===== config.mk =====
export PLATFORM = sky130hd
export DESIGN_NAME = axi_burst_addr_gen_flat
export DESIGN_NICKNAME = d
export VERILOG_FILES = /design/src/rtl/axi_burst_addr_gen_if.sv /design/src/rtl/axi_burst_addr_gen.sv /design/src/flat_wrapper.sv
export SDC_FILE = /design/constraint.sdc
export NUM_CORES = 1
export LEC_CHECK = 0
export CAP_MARGIN = 5
export CORE_MARGIN = 3
export CORE_UTILIZATION = 50
export CTS_BUF_LIST = sky130_fd_sc_hd__clkbuf_8
export CTS_CLUSTER_SIZE = 10
export DETAILED_ROUTE_END_ITERATION = 10
export DONT_BUFFER_PORTS = 1
export GPL_TIMING_DRIVEN = 0
export PLACE_DENSITY_LB_ADDON = 0.25
export SETUP_SLACK_MARGIN = 0.05
export SLEW_MARGIN = 40
export SYNTH_ARGS = -nofsm -noshare
export SYNTH_HDL_FRONTEND = slang
export SYNTH_SLANG_ARGS = --single-unit

===== constraint.sdc =====
create_clock -name aclk -period 6.2 [get_ports aclk]
set_clock_uncertainty 0.1 [all_clocks]
set_input_delay 0.62 -clock aclk [delete_from_list [all_inputs] [get_ports aclk]]
set_output_delay 0.62 -clock aclk [all_outputs]
set_load 0.01 [all_outputs]

===== src/rtl/axi_burst_addr_gen_if.sv =====
// Command/beat bundle for the burst address generator.
// slave: generator side; master: command source / beat sink.
interface axi_burst_addr_gen_if #(
   parameter int ADDR_WIDTH = 32,
   parameter int DATA_WIDTH = 64
);
   localparam int STRB_WIDTH = DATA_WIDTH / 8;

   logic                  cmd_valid_i;
   logic                  cmd_ready_o;
   logic [ADDR_WIDTH-1:0] cmd_addr_i;
   logic [7:0]            cmd_len_i;
   logic [2:0]            cmd_size_i;
   logic [1:0]            cmd_burst_i;
   logic                  beat_valid_o;
   logic                  beat_ready_i;
   logic [ADDR_WIDTH-1:0] beat_addr_o;
   logic [STRB_WIDTH-1:0] beat_strb_o;
   logic [7:0]            beat_idx_o;
   logic                  beat_last_o;
   logic                  err_valid_o;
   logic [2:0]            err_code_o;
   logic                  busy_o;

   modport slave (
      input  cmd_valid_i, cmd_addr_i, cmd_len_i,
      input  cmd_size_i, cmd_burst_i, beat_ready_i,
      output cmd_ready_o, beat_valid_o, beat_addr_o,
      output beat_strb_o, beat_idx_o, beat_last_o,
      output err_valid_o, err_code_o, busy_o
   );

   modport master (
      output cmd_valid_i, cmd_addr_i, cmd_len_i,
      output cmd_size_i, cmd_burst_i, beat_ready_i,
      input  cmd_ready_o, beat_valid_o, beat_addr_o,
      input  beat_strb_o, beat_idx_o, beat_last_o,
      input  err_valid_o, err_code_o, busy_o
   );
endinterface


===== src/rtl/axi_burst_addr_gen.sv =====
// AXI4 burst address generator: one AW/AR command in, per-beat
// addr/strb/idx/last out (FIXED, INCR, WRAP), illegal commands flagged.
// Ports: aclk, aresetn (async, active-low), bus (slave modport):
//   cmd_* handshake in, beat_* handshake out, err_valid_o/err_code_o, busy_o.
module axi_burst_addr_gen #(
   parameter int ADDR_WIDTH = 32,
   parameter int DATA_WIDTH = 64,
   localparam int STRB_WIDTH = DATA_WIDTH / 8
) (
   input logic aclk,
   input logic aresetn,
   axi_burst_addr_gen_if.slave bus
);

   localparam logic [1:0] B_FIXED = 2'b00;
   localparam logic [1:0] B_INCR  = 2'b01;
   localparam logic [1:0] B_WRAP  = 2'b10;
   localparam logic [1:0] B_RSVD  = 2'b11;

   // Wide enough that the last-byte sum of a 256 x 128B burst never overflows.
   localparam int XW = ADDR_WIDTH + 16;
   localparam int PW = XW - 12;

   typedef logic [ADDR_WIDTH-1:0] addr_t;
   typedef enum logic [1:0] {IDLE, BURST, ERR} state_t;

   state_t state_q, state_d;

   addr_t      addr_q;
   addr_t      wrap_lo_q;
   addr_t      wrap_hi_q;
   logic [7:0] len_q;
   logic [7:0] idx_q;
   logic [2:0] size_q;
   logic [1:0] burst_q;
   logic [2:0] err_q;

   logic cmd_ready;
   logic beat_valid;
   logic err_valid;
   logic beat_last;
   logic cmd_fire;
   logic beat_fire;

   // Command-side decode: legality and wrap window.
   addr_t          c_bytes;
   addr_t          c_aligned;
   addr_t          c_total;
   addr_t          c_bound;
   logic [XW-1:0]  c_last;
   logic [2:0]     c_wrap_sh;
   logic           c_wrap_len_ok;
   logic [2:0]     c_err;

   always_comb begin
      c_bytes   = addr_t'(1) << bus.cmd_size_i;
      c_aligned = bus.cmd_addr_i & ~(c_bytes - addr_t'(1));
      c_last    = XW'(c_aligned)
                + (XW'({1'b0, bus.cmd_len_i} + 9'd1) << bus.cmd_size_i)
                - XW'(1);
      c_wrap_len_ok = (bus.cmd_len_i == 8'd1) || (bus.cmd_len_i == 8'd3)
                   || (bus.cmd_len_i == 8'd7) || (bus.cmd_len_i == 8'd15);
      if (bus.cmd_len_i[3])      c_wrap_sh = 3'd4;
      else if (bus.cmd_len_i[2]) c_wrap_sh = 3'd3;
      else if (bus.cmd_len_i[1]) c_wrap_sh = 3'd2;
      else                       c_wrap_sh = 3'd1;
      c_total = c_bytes << c_wrap_sh;
      c_bound = bus.cmd_addr_i & ~(c_total - addr_t'(1));

      // Lowest-numbered failing rule wins.
      c_err = 3'd0;
      if ((32'd1 << bus.cmd_size_i) > 32'(STRB_WIDTH))
         c_err = 3'd1;
      else if (bus.cmd_burst_i == B_WRAP && !c_wrap_len_ok)
         c_err = 3'd2;
      else if (bus.cmd_burst_i == B_WRAP
               && (bus.cmd_addr_i & (c_bytes - addr_t'(1))) != '0)
         c_err = 3'd3;
      else if (bus.cmd_burst_i == B_RSVD)
         c_err = 3'd4;
      else if (bus.cmd_burst_i == B_INCR
               && c_last[XW-1:12] != PW'(bus.cmd_addr_i[ADDR_WIDTH-1:12]))
         c_err = 3'd5;
      else if (bus.cmd_burst_i == B_FIXED && bus.cmd_len_i > 8'd15)
         c_err = 3'd6;
   end

   // Beat-side arithmetic from the latched burst.
   addr_t q_bytes;
   addr_t q_lin;
   addr_t next_addr;
   addr_t lane_mask;
   addr_t lo;
   addr_t hi;
   logic [STRB_WIDTH-1:0] strb;

   always_comb begin
      q_bytes   = addr_t'(1) << size_q;
      // Aligning first makes an unaligned beat 0 step to the next boundary.
      q_lin     = (addr_q & ~(q_bytes - addr_t'(1))) + q_bytes;
      next_addr = q_lin;
      if (burst_q == B_FIXED)
         next_addr = addr_q;
      else if (burst_q == B_WRAP && q_lin == wrap_hi_q)
         next_addr = wrap_lo_q;

      lane_mask = addr_t'(STRB_WIDTH - 1);
      lo = addr_q & lane_mask;
      hi = (addr_q & ~(q_bytes - addr_t'(1)) & lane_mask)
         + q_bytes - addr_t'(1);
      strb = '0;
      for (int i = 0; i < STRB_WIDTH; i++)
         strb[i] = beat_valid && addr_t'(i) >= lo && addr_t'(i) <= hi;
   end

   assign beat_last = beat_valid && (idx_q == len_q);
   assign cmd_fire  = cmd_ready && bus.cmd_valid_i;
   assign beat_fire = beat_valid && bus.beat_ready_i;

   always_ff @(posedge aclk or negedge aresetn) begin
      if (!aresetn) state_q <= IDLE;
      else          state_q <= state_d;
   end

   always_comb begin
      state_d    = state_q;
      cmd_ready  = 1'b0;
      beat_valid = 1'b0;
      err_valid  = 1'b0;
      unique case (state_q)
         IDLE: begin
            cmd_ready = 1'b1;
            if (bus.cmd_valid_i)
               state_d = (c_err == 3'd0) ? BURST : ERR;
         end
         BURST: begin
            beat_valid = 1'b1;
            if (bus.beat_ready_i && idx_q == len_q)
               state_d = IDLE;
         end
         ERR: begin
            err_valid = 1'b1;
            state_d   = IDLE;
         end
         default: state_d = IDLE;
      endcase
   end

   always_ff @(posedge aclk or negedge aresetn) begin
      if (!aresetn) begin
         addr_q    <= '0;
         wrap_lo_q <= '0;
         wrap_hi_q <= '0;
         len_q     <= '0;
         idx_q     <= '0;
         size_q    <= '0;
         burst_q   <= '0;
         err_q     <= '0;
      end else if (cmd_fire) begin
         addr_q    <= bus.cmd_addr_i;
         wrap_lo_q <= c_bound;
         wrap_hi_q <= c_bound + c_total;
         len_q     <= bus.cmd_len_i;
         idx_q     <= '0;
         size_q    <= bus.cmd_size_i;
         burst_q   <= bus.cmd_burst_i;
         err_q     <= c_err;
      end else if (beat_fire) begin
         addr_q <= next_addr;
         idx_q  <= idx_q + 8'd1;
      end
   end

   assign bus.cmd_ready_o  = cmd_ready;
   assign bus.beat_valid_o = beat_valid;
   assign bus.beat_addr_o  = addr_q;
   assign bus.beat_strb_o  = strb;
   assign bus.beat_idx_o   = idx_q;
   assign bus.beat_last_o  = beat_last;
   assign bus.err_valid_o  = err_valid;
   assign bus.err_code_o   = err_valid ? err_q : 3'd0;
   assign bus.busy_o       = (state_q != IDLE);

endmodule


===== src/flat_wrapper.sv =====
// flat-port wrapper written by rule: the top's interface ports become plain ports
module axi_burst_addr_gen_flat 
#(
   parameter int ADDR_WIDTH = 32,
   parameter int DATA_WIDTH = 64,
   localparam int STRB_WIDTH = DATA_WIDTH / 8
)
  (aclk, aresetn, bus_cmd_valid_i, bus_cmd_addr_i, bus_cmd_len_i, bus_cmd_size_i, bus_cmd_burst_i, bus_beat_ready_i, bus_cmd_ready_o, bus_beat_valid_o, bus_beat_addr_o, bus_beat_strb_o, bus_beat_idx_o, bus_beat_last_o, bus_err_valid_o, bus_err_code_o, bus_busy_o);
  axi_burst_addr_gen_if #(.ADDR_WIDTH(ADDR_WIDTH), .DATA_WIDTH(DATA_WIDTH)) bus_i ();
  input logic aclk;
  input logic aresetn;
  input wire logic [$bits(bus_i.cmd_valid_i)-1:0] bus_cmd_valid_i;
  input wire logic [$bits(bus_i.cmd_addr_i)-1:0] bus_cmd_addr_i;
  input wire logic [$bits(bus_i.cmd_len_i)-1:0] bus_cmd_len_i;
  input wire logic [$bits(bus_i.cmd_size_i)-1:0] bus_cmd_size_i;
  input wire logic [$bits(bus_i.cmd_burst_i)-1:0] bus_cmd_burst_i;
  input wire logic [$bits(bus_i.beat_ready_i)-1:0] bus_beat_ready_i;
  output wire logic [$bits(bus_i.cmd_ready_o)-1:0] bus_cmd_ready_o;
  output wire logic [$bits(bus_i.beat_valid_o)-1:0] bus_beat_valid_o;
  output wire logic [$bits(bus_i.beat_addr_o)-1:0] bus_beat_addr_o;
  output wire logic [$bits(bus_i.beat_strb_o)-1:0] bus_beat_strb_o;
  output wire logic [$bits(bus_i.beat_idx_o)-1:0] bus_beat_idx_o;
  output wire logic [$bits(bus_i.beat_last_o)-1:0] bus_beat_last_o;
  output wire logic [$bits(bus_i.err_valid_o)-1:0] bus_err_valid_o;
  output wire logic [$bits(bus_i.err_code_o)-1:0] bus_err_code_o;
  output wire logic [$bits(bus_i.busy_o)-1:0] bus_busy_o;
  assign bus_i.cmd_valid_i = bus_cmd_valid_i;
  assign bus_i.cmd_addr_i = bus_cmd_addr_i;
  assign bus_i.cmd_len_i = bus_cmd_len_i;
  assign bus_i.cmd_size_i = bus_cmd_size_i;
  assign bus_i.cmd_burst_i = bus_cmd_burst_i;
  assign bus_i.beat_ready_i = bus_beat_ready_i;
  assign bus_cmd_ready_o = bus_i.cmd_ready_o;
  assign bus_beat_valid_o = bus_i.beat_valid_o;
  assign bus_beat_addr_o = bus_i.beat_addr_o;
  assign bus_beat_strb_o = bus_i.beat_strb_o;
  assign bus_beat_idx_o = bus_i.beat_idx_o;
  assign bus_beat_last_o = bus_i.beat_last_o;
  assign bus_err_valid_o = bus_i.err_valid_o;
  assign bus_err_code_o = bus_i.err_code_o;
  assign bus_busy_o = bus_i.busy_o;
  axi_burst_addr_gen #(.ADDR_WIDTH(ADDR_WIDTH), .DATA_WIDTH(DATA_WIDTH)) u_core (.aclk(aclk), .aresetn(aresetn), .bus(bus_i));
endmodule

==> results.sh <==
export IMPL_synth_flop_cell="dfrtp_1"
export IMPL_drt_wl_total_um=54800
export IMPL_cts_tree="yes"
export IMPL_fp_dieW_um=174
export IMPL_critical_path_class="in2reg"
export IMPL_ys_seq_area_share_pct=21.6
export IMPL_cts_sink_count=122
export IMPL_coreArea_um2=27400
export IMPL_ys_types=100
export IMPL_synth_top_area_share_pct=21.6
export IMPL_initial_core_util_pct=51.6
export IMPL_grt_overflow_total=0
export IMPL_pin_count=105
export IMPL_io_buffers=0
export IMPL_vias_per_cell=6.55
export IMPL_gp_congestion=0.989
export IMPL_power_density_nw_per_um2=307
export IMPL_power_share_clock_pct=17.0
export IMPL_clk_pin_slew_ps=90
export IMPL_syn_to_final_growth_pct=7.43
export IMPL_relSlewSlack_pct=41.4
export IMPL_grt_pass1_vias=14300
export IMPL_dpl_hpwl_um=43400
export IMPL_seqPwrFrac_pct=28.9
export IMPL_grt_total_usage_pct=34.9
export IMPL_num_antenna_cells=0
export IMPL_final_nets=2048
export IMPL_async_flop_share_pct=100
export IMPL_wl_per_cell_um=23.7
export IMPL_pwr_share_comb_pct=54.1
export IMPL_synth_avg_cell_area_um2=7.44
export IMPL_grt_first_pass_wirelength_um=83500
export IMPL_setup_viol=0
export IMPL_yosys_warnings=0
export IMPL_grt_max_degree=123
export IMPL_clockRootBuffer="clkbuf_8"
export IMPL_intPower_mw=2.37
export IMPL_tightest_slew_ps=879
export IMPL_std_cell_rows=60
export IMPL_holdCritPathClass="in2async"
export IMPL_switchingPower_mw=2.31
export IMPL_synth_area_leaders="dfrtp_1, nand2_1, ha_1, xnor2_1, o21ai_0"
export IMPL_synth_edf_count=0
export IMPL_power_mw=4.67
export IMPL_antenna_found_initial=1
export IMPL_fillCellCount=2684
export IMPL_status="finished, final reports clean"
export IMPL_period_needed_ps=6040
export IMPL_worstPathMaxFanout=10
export IMPL_fmax_ghz=0.166
export IMPL_drive_gt1_share_pct=7.02
export IMPL_htreeDepth=4
export IMPL_firstDrtPassIters=6
export IMPL_maxCapViolCount=0
export IMPL_holdWs_ps=1.26
export IMPL_drc_errors=0
export IMPL_startpoint_type="input port"
export IMPL_final_hold_viol_count=0
export IMPL_syn_area_um2=14200
export IMPL_cp_required_ps=6410
export IMPL_slew_viol_final=0
export IMPL_peakVddDrop_mv=0.132
export IMPL_min_period_over_period_pct=97.4
export IMPL_dieArea_um2=30400
export IMPL_ys_ff_latch=122
export IMPL_insertion_delay_ps=440
export IMPL_fp_dieH_um=174
export IMPL_switching_share_pct=49.4
export IMPL_syn_inst=1903
export IMPL_worst_ep_arrival_time_ps=6250
export IMPL_drt_iter0_drc=1704
export IMPL_detail_route_antenna_nets=0
export IMPL_cts_buffer_depth=2
export IMPL_leakage_nw=6.31
export IMPL_route_vias_total=15100
export IMPL_cts_made_buffers=17
export IMPL_crit_path_end_kind="flip-flop"
export IMPL_rsz0062_at_grt="true"
export IMPL_yosysTopAreaCell="dfrtp_1"
critical path: stages:
cell      delay (ps)
clkbuf_2         200
clkbuf_2         270
clkbuf_2         300
and3_1           190
clkbuf_1         200
and3_1           310
nand3_1          120
a32oi_2          330
mux2i_1          140
mux2i_1          160
ha_1             160
inv_1             40
ha_1             320
a21oi_1          130
and4_1           200
a211o_1          300
nor2_1           360
o31a_1           320
o32ai_1          140
a211oi_1         380
nand4_1          150
or4_1            560
a21oi_2          270
nor2_1            80
layout by cell type, fill, tap and decap left out, types with 27 or more instances in the layout:
cell type / n
xnor2_1: 77
nand4_1: 41
o21ai_0: 113
and2_1: 30
clkbuf_1: 76
or3_1: 27
inv_1: 104
xor2_1: 46
dfrtp_1: 122
nand2_1: 283
ha_1: 71
nand3_1: 72
nor3_1: 43
a21oi_1: 87
nor2b_1: 29
mux2i_1: 37
nor2_1: 133
cell type report:
class / instances / area, um2 / share of cell area [%]
inverter: 105 / 394 / 2.59
timing repair buffer: 3 / 42.5 / 0.280
clock inverter: 15 / 190 / 1.25
tap: 372 / 465 / 3.06
sequential: 122 / 3050 / 20.1
clock buffer: 17 / 234 / 1.54
multi-input combinational: 1569 / 10400 / 68.1
buffer: 107 / 467 / 3.07
Yosys cell counts, types with 30 or more instances:
cell type and n:
nand2_1 284, nor2_1 133, dfrtp_1 122, o21ai_0 118
inv_1 103, a21oi_1 92, clkbuf_1 88, xnor2_1 77
ha_1 72, nand3_1 72, xor2_1 46, nor3_1 43
nand4_1 41, mux2i_1 37, and2_1 30
metrics by stage:
step | worst slack, ps | setup TNS, ps | utilization (%) | instances | cell area (um2)
final | 161 | 0 | 55.5 | 2310 | 15200
after global routing | -60.5 | -116 | 55.5 | 2310 | 15200
after CTS | 60.7 | 0 | 55.2 | 2312 | 15100
after detailed placement | -1360 | -5110 | 53.4 | 2279 | 14600
after global placement | -1430 | -5120 | 53.4 | 2279 | 14600
after floorplan | 78.0 | 0 | - | 1907 | 14200
final timing paths:
kind	start	to	slack, ps	cells after the start
worst max-delay path	bus_cmd_len_i[3]	u_core.state_q[1]	160	24
worst min-delay path	aresetn	u_core.len_q[2]	1	1
worst max register to register	u_core.size_q[1]	u_core.bus.beat_addr_o[2]	350	20
worst min register to register	u_core.wrap_lo_q[28]	u_core.wrap_lo_q[28]	390	1
max in group asynchronous	aresetn	u_core.wrap_hi_q[21]	5480	1
min in group aclk	bus_cmd_len_i[4]	u_core.len_q[4]	180	2
power groups by stage:
stage,registers (mW),clock network [mW],logic (mW)
6_report,1.35,0.794,2.53
5_1_grt,1.37,0.830,2.76
4_1_cts,1.33,0.786,2.45
3_5_place_dp,1.35,0,2.41
3_3_place_gp,1.34,0,2.38
2_1_floorplan,1.21,0,1.83
logic make-up (layout without fill, tap and decap cells):
logic type | Yosys count | in the layout | synth area share (%)
compound gates | 504 | 504 | 25.0
simple gates | 806 | 806 | 28.4
xor+xnor | 130 | 130 | 8.69
flops | 122 | 122 | 21.6
fa+ha+maj | 74 | 74 | 6.65
mux | 49 | 49 | 3.57
buf+inv | 216 | 247 | 6.05
other cells | 2 | 6 | 0.0531
metal layers:
metal	routed length (um)	GRT usage (%)	up-vias
met4	2100	13.4	2
li1	-	-	6960
met1	22500	46.4	7277
met5	13	0	-
met2	25400	57.0	763
met3	4750	5.42	135
sequential cells by signal, summed over array words and instances (netlist names):
register	count
u_core.bus.beat_addr_o	32
u_core.wrap_hi_q	32
u_core.wrap_lo_q	32
u_core.bus.beat_idx_o	8
u_core.len_q	8
u_core.err_q	3
u_core.size_q	3
u_core.burst_q	2
u_core.state_q	2
timing repair:
| action | CTS | global route |
|---|---|---|
| pin swaps | 0 | 2 |
| endpoints found under the setup margin | 4 | 7 |
| hold endpoints to repair | 122 | 0 |
| resized for setup | 15 | 22 |
| setup buffers | 0 | 2 |
| hold buffers | 1 | 0 |
No activity file was read; power rests on OpenSTA's default activity.
